File: config.mk
export PLATFORM = sky130hd
export DESIGN_NAME = pwm_capture
export DESIGN_NICKNAME = d
export VERILOG_FILES = /design/src/rtl/pwm_capture.sv
export SDC_FILE = /design/constraint.sdc
export NUM_CORES = 1
export LEC_CHECK = 0
export CORE_MARGIN = 5
export CORE_UTILIZATION = 46
export DETAILED_ROUTE_END_ITERATION = 6
export GPL_TIMING_DRIVEN = 0
export HOLD_SLACK_MARGIN = 0.12
export PLACE_DENSITY = 0.72
export REMOVE_ABC_BUFFERS = 1
export SETUP_SLACK_MARGIN = 0.02
export SLEW_MARGIN = 40
export SYNTH_ARGS = -nofsm -noshare
export SYNTH_HDL_FRONTEND = slang
export SYNTH_SLANG_ARGS = --single-unit
export TNS_END_PERCENT = 5
File: constraint.sdc
create_clock -name clk -period 4.2 [get_ports clk]
set_clock_uncertainty 0.05 [all_clocks]
set_input_delay 0.63 -clock clk [delete_from_list [all_inputs] [get_ports clk]]
set_output_delay 0.63 -clock clk [all_outputs]
set_load 0.01 [all_outputs]
File: src/rtl/pwm_capture.sv
// pwm_capture: measures PWM high time and period in step ticks with saturating stuck detection.
// Build option PWM_CAPTURE_GLITCH_FILTER_EN inserts a 3-clk stability filter after the synchronizer.
module pwm_capture #(
    parameter int N = 8
) (
    input  logic         clk,
    input  logic         rst,
    input  logic         ena,
    input  logic         step,
    input  logic         pwm_in,
    output logic [N-1:0] high_time,
    output logic [N:0]   period,
    output logic         valid,
    output logic         stuck_high,
    output logic         stuck_low
);
    typedef enum logic [2:0] {
        S_IDLE     = 3'd0,
        S_HIGH     = 3'd1,
        S_LOW      = 3'd2,
        S_SAT_HIGH = 3'd3,
        S_SAT_LOW  = 3'd4
    } state_t;

    localparam logic [N-1:0] CNT_MAX  = {N{1'b1}};
    localparam logic [N-1:0] CNT_ZERO = {N{1'b0}};
    localparam logic [N-1:0] CNT_ONE  = {{(N-1){1'b0}}, 1'b1};

    state_t       state_q, state_d;
    logic         sync1_q, sync2_q, prev_q;
    logic         lvl_s, rise_s, fall_s;
    logic [N-1:0] step_cnt_s;
    logic [N-1:0] hi_cnt_q, hi_cnt_d, lo_cnt_q, lo_cnt_d;
    logic [N-1:0] high_time_q, high_time_d;
    logic [N:0]   period_q, period_d;
    logic         valid_q, valid_d;
    logic         stuck_high_q, stuck_high_d;
    logic         stuck_low_q, stuck_low_d;

    // Two-flop synchronizer plus the previous accepted level for edge detection.
    always_ff @(posedge clk or posedge rst) begin
        if (rst) begin
            sync1_q <= 1'b0;
            sync2_q <= 1'b0;
            prev_q  <= 1'b0;
        end else begin
            sync1_q <= pwm_in;
            sync2_q <= sync1_q;
            prev_q  <= lvl_s;
        end
    end

`ifdef PWM_CAPTURE_GLITCH_FILTER_EN
    logic [1:0] hist_q;

    // Two older synchronizer samples; the level only moves once all three agree.
    always_ff @(posedge clk or posedge rst) begin
        if (rst) begin
            hist_q <= 2'b00;
        end else begin
            hist_q <= {hist_q[0], sync2_q};
        end
    end

    // Accept the synchronized level only after three consecutive equal samples.
    always_comb begin
        if ((sync2_q == hist_q[0]) && (hist_q[0] == hist_q[1])) begin
            lvl_s = sync2_q;
        end else begin
            lvl_s = prev_q;
        end
    end
`else
    assign lvl_s = sync2_q;
`endif

    assign rise_s     = lvl_s & ~prev_q;
    assign fall_s     = ~lvl_s & prev_q;
    assign step_cnt_s = {{(N-1){1'b0}}, step};

    // Phase counters, FSM next state and the measurement published with valid.
    always_comb begin
        state_d      = state_q;
        high_time_d  = high_time_q;
        period_d     = period_q;
        stuck_high_d = stuck_high_q;
        stuck_low_d  = stuck_low_q;
        valid_d      = 1'b0;
        hi_cnt_d     = hi_cnt_q;
        lo_cnt_d     = lo_cnt_q;

        if (!ena) begin
            state_d  = S_IDLE;
            hi_cnt_d = CNT_ZERO;
            lo_cnt_d = CNT_ZERO;
        end else begin
            // An edge reloads the new phase; the old phase does not take the tick.
            if (rise_s) begin
                hi_cnt_d = step_cnt_s;
            end else if (lvl_s && step && (hi_cnt_q != CNT_MAX)) begin
                hi_cnt_d = hi_cnt_q + CNT_ONE;
            end else begin
                hi_cnt_d = hi_cnt_q;
            end
            if (fall_s) begin
                lo_cnt_d = step_cnt_s;
            end else if (!lvl_s && step && (lo_cnt_q != CNT_MAX)) begin
                lo_cnt_d = lo_cnt_q + CNT_ONE;
            end else begin
                lo_cnt_d = lo_cnt_q;
            end

            case (state_q)
                S_IDLE: begin
                    if (rise_s) begin
                        state_d = S_HIGH;
                    end else if (!lvl_s && (lo_cnt_q == CNT_MAX)) begin
                        state_d      = S_SAT_LOW;
                        high_time_d  = CNT_ZERO;
                        period_d     = {1'b0, CNT_MAX};
                        stuck_high_d = 1'b0;
                        stuck_low_d  = 1'b1;
                        valid_d      = 1'b1;
                    end else begin
                        state_d = S_IDLE;
                    end
                end
                S_HIGH: begin
                    if (fall_s) begin
                        state_d = S_LOW;
                    end else if (hi_cnt_q == CNT_MAX) begin
                        state_d      = S_SAT_HIGH;
                        high_time_d  = CNT_MAX;
                        period_d     = {1'b0, CNT_MAX};
                        stuck_high_d = 1'b1;
                        stuck_low_d  = 1'b0;
                        valid_d      = 1'b1;
                    end else begin
                        state_d = S_HIGH;
                    end
                end
                S_LOW: begin
                    if (rise_s) begin
                        state_d      = S_HIGH;
                        high_time_d  = hi_cnt_q;
                        period_d     = {1'b0, hi_cnt_q} + {1'b0, lo_cnt_q};
                        stuck_high_d = 1'b0;
                        stuck_low_d  = 1'b0;
                        valid_d      = 1'b1;
                    end else if (lo_cnt_q == CNT_MAX) begin
                        state_d      = S_SAT_LOW;
                        high_time_d  = CNT_ZERO;
                        period_d     = {1'b0, CNT_MAX};
                        stuck_high_d = 1'b0;
                        stuck_low_d  = 1'b1;
                        valid_d      = 1'b1;
                    end else begin
                        state_d = S_LOW;
                    end
                end
                S_SAT_HIGH: begin
                    if (fall_s) begin
                        state_d = S_LOW;
                    end else begin
                        state_d = S_SAT_HIGH;
                    end
                end
                S_SAT_LOW: begin
                    if (rise_s) begin
                        state_d = S_HIGH;
                    end else begin
                        state_d = S_SAT_LOW;
                    end
                end
                default: begin
                    state_d = S_IDLE;
                end
            endcase
        end
    end

    // FSM state, counters and registered outputs.
    always_ff @(posedge clk or posedge rst) begin
        if (rst) begin
            state_q      <= S_IDLE;
            hi_cnt_q     <= CNT_ZERO;
            lo_cnt_q     <= CNT_ZERO;
            high_time_q  <= CNT_ZERO;
            period_q     <= {(N+1){1'b0}};
            valid_q      <= 1'b0;
            stuck_high_q <= 1'b0;
            stuck_low_q  <= 1'b0;
        end else begin
            state_q      <= state_d;
            hi_cnt_q     <= hi_cnt_d;
            lo_cnt_q     <= lo_cnt_d;
            high_time_q  <= high_time_d;
            period_q     <= period_d;
            valid_q      <= valid_d;
            stuck_high_q <= stuck_high_d;
            stuck_low_q  <= stuck_low_d;
        end
    end

    assign high_time  = high_time_q;
    assign period     = period_q;
    assign valid      = valid_q;
    assign stuck_high = stuck_high_q;
    assign stuck_low  = stuck_low_q;
endmodule

==> flow_summary.ini <==
[cts]
cts_buffers = 5
h-tree-depth = 2
cts_root_buf = clkbuf_8
ctsHoldBuffers = 0
clock_sinks = 42
clock_path_buffers = 2
clk-insertion-delay-late_ps = 290
clk_pin_slew_ps = 80
cts.repair.resized = 0
post_cts_buffers = 0
tritoncts = done

[run_status]
outcome = finished clean

[final_layout]
final_net_count = 280
syn_to_final_growth_pct = 16.72
fill_cells = 469
antenna_cells = 0
drive_gt1_frac = 0.1094

[critical_path]
reg2reg_depth = 6
critPathLaunchType = input port
required_ps = 4370
slowest_delay_ps = 690
slowest_stage = and3_2
critPathCaptureType = register
reg2reg_slack_ps = 1960
path_max_fanout = 27
r2r_end = period[0]
timing.rr.start = lo_cnt_q[0]
crit_chain = clkdlybuf4s50_1 > inv_2 > a2111oi_1 > and3_2 > nor2_1 > a31oi_4
critical_path_class = input port to register
cp.arrival_ps = 2730

[routing]
avgRoutedWirePerCell_um = 13.04
wl_um = 4370
drc = 0
vias = 1737
ant_nets = 0
drt_iter0_markers = 132
viasPerCell = 5.185
dr.pass1.iters = 4

[timing]
hold_viol_final = 0
drv_slew = 0
worst_slew_margin_rel = 0.5034
fin_crit_sh = 0.6103
tightest_slew_ps = 738.2
finalSetupTns_ps = 0
max_freq_mhz = 390.2
finalSetupViolCount = 0
min_period_ps = 2563
rsz0062_at_grt = false

[yosys]
avgSynthCellArea_um2 = 9.759
yosysUniqueCellTypes = 44
yosysWarnings = 0
yosysSeqAreaShare = 0.4487
syn-instance-count = 240
ys_ff_latch = 42
syn_area_mm2 = 0.002342

[power_and_ir_drop]
leakage_uw = 0.001136
finalPower_uw = 1054
p_per_area_mw_per_mm2 = 385.6
ir_worst_vdd_v = 0.0001690

[placement]
io_buffers = 24
detailed_place_hpwl_um = 3140
place.gp.congestion = 0.8076

[grt]
grt_max_degree = 43
grtUsageTotal = 0.1470
grtUsageMet1 = 0.1896
antenna_found_initial = 0
grt_pass1_vias = 1606
use_met3 = 0.03326
grt_use_met2 = 0.2443
grt_pass1_wl_um = 7527
grt.busiest_layer = met2
overflow = 0

[die]
row_count = 26
dieHeight_um = 81.36
initial_utilization = 0.4675
floorplan.core_area_mm2 = 0.005010
dieArea_mm2 = 0.006619
die_w_um = 81.36
pin_count = 25

[min_path]
hold_class = register to register
hold_end = lvl_s
min_from = sync1_q
hold_depth = 0

[job]
max-cap-violations = 0
==> worst max-delay path by stage <==
stage          cells past startpoint  from  slack [ps]        end
5_1_grt                            6   ena        1430  period[0]
3_3_place_gp                       6   ena         840  period[1]
4_1_cts                            6   ena        1620  period[0]
2_1_floorplan                      5   ena        1870  period[0]
3_5_place_dp                       6   ena        1300  period[0]
6_report                           6   ena        1640  period[0]
==> cell families after synthesis <==
family / count (synthesis) / share of synthesized area
adders and majority gates: 11 / 0.06197
buffers and inverters: 21 / 0.05823
and+or+nand+nor: 94 / 0.1992
xor gates and xnor gates: 17 / 0.06357
AOI/OAI and AO/OA: 55 / 0.1683
DFF: 42 / 0.4487
==> cell usage after synthesis, drive strengths merged <==
| cell | n | area share |
|---|---|---|
| o32ai | 1 | 0.0037 |
| a221o | 1 | 0.0043 |
| nand2 | 24 | 0.038 |
| xor2 | 12 | 0.045 |
| nor2 | 40 | 0.074 |
| nor3 | 1 | 0.0043 |
| a21boi | 1 | 0.0032 |
| nor4 | 1 | 0.0027 |
| a211oi | 1 | 0.0032 |
| o311ai | 1 | 0.0069 |
| a31oi | 7 | 0.032 |
| nand3 | 5 | 0.011 |
| o2111ai | 1 | 0.0037 |
| dfrtp | 42 | 0.45 |
| and2 | 1 | 0.0027 |
| xnor2 | 5 | 0.019 |
| nor4b | 2 | 0.0075 |
| a21oi | 25 | 0.060 |
| a31o | 1 | 0.0037 |
| a21o | 4 | 0.013 |
| a311o | 1 | 0.0043 |
| o2bb2ai | 1 | 0.0064 |
| nand2b | 3 | 0.0080 |
| fa | 1 | 0.0085 |
| and4 | 2 | 0.0075 |
| nor2b | 2 | 0.0053 |
| a2111oi | 1 | 0.0043 |
| o21a | 1 | 0.0032 |
| inv | 14 | 0.022 |
| o21ai | 8 | 0.017 |
| nand3b | 2 | 0.0064 |
| nand4 | 5 | 0.016 |
| ha | 10 | 0.053 |
| or3 | 2 | 0.0053 |
| and3 | 4 | 0.011 |
| buf | 7 | 0.036 |
==> metrics by stage <==
stage / instance area (µm²) / worst slack [ps] / hold WS, ps / util / std cells
2_1_floorplan: 2258 / 1873 / 281.2 / - / 233
3_3_place_gp: 2586 / 840.3 / 283.8 / 0.5162 / 327
3_5_place_dp: 2596 / 1302 / 290.5 / 0.5182 / 327
4_1_cts: 2734 / 1617 / 309.2 / 0.5457 / 335
5_1_grt: 2734 / 1430 / 311.2 / 0.5457 / 335
6_report: 2734 / 1637 / 306.3 / 0.5457 / 335
==> sequential cells by signal, summed over array words and instances (netlist names) <==
signal / cells
period: 9
stuck_low: 1
sync1_q: 1
stuck_high: 1
prev_q: 1
state_q: 3
lvl_s: 1
valid: 1
lo_cnt_q: 8
high_time: 8
hi_cnt_q: 8
==> power breakdown <==
part	total, µW	switching [µW]	internal [µW]
clock	382	144	238
sequential	479	32.5	447
combinational	193	87.1	106
==> layout make-up <==
type	count	area (µm²)	share of cell area
multi-input cells	177	1162	0.4252
flip-flops and latches	42	1051	0.3844
repair buffers	24	240.2	0.08787
well taps	70	87.58	0.03204
clock buffers	5	68.82	0.02517
clock inverters	3	68.82	0.02517
inverters	14	55.05	0.02014
==> layout by cell type (no fill, tap or decap), types with 8 or more instances in the layout <==
master / synthesis / layout
a21oi_1: 23 / 23
ha_1: 10 / 10
nor2_2: 9 / 9
clkdlybuf4s50_1: 0 / 24
nor2_1: 31 / 31
inv_1: 13 / 12
nand2_1: 24 / 24
dfrtp_1: 42 / 42
xor2_1: 12 / 12
o21ai_0: 8 / 8
==> worst max-delay path, delay by kind of cell <==
kind | cells | cell delay [ps]
AO/OA/AOI/OAI | 2 | 570
buffers and inverters | 2 | 670
AND/OR/NAND/NOR | 2 | 840
==> routing by layer <==
layer,wire length [µm],part of all wire
met3,189,0.043
met5,0,0
met4,59,0.014
met2,2092,0.48
met1,2029,0.46
(Power assumes the default switching activity.)
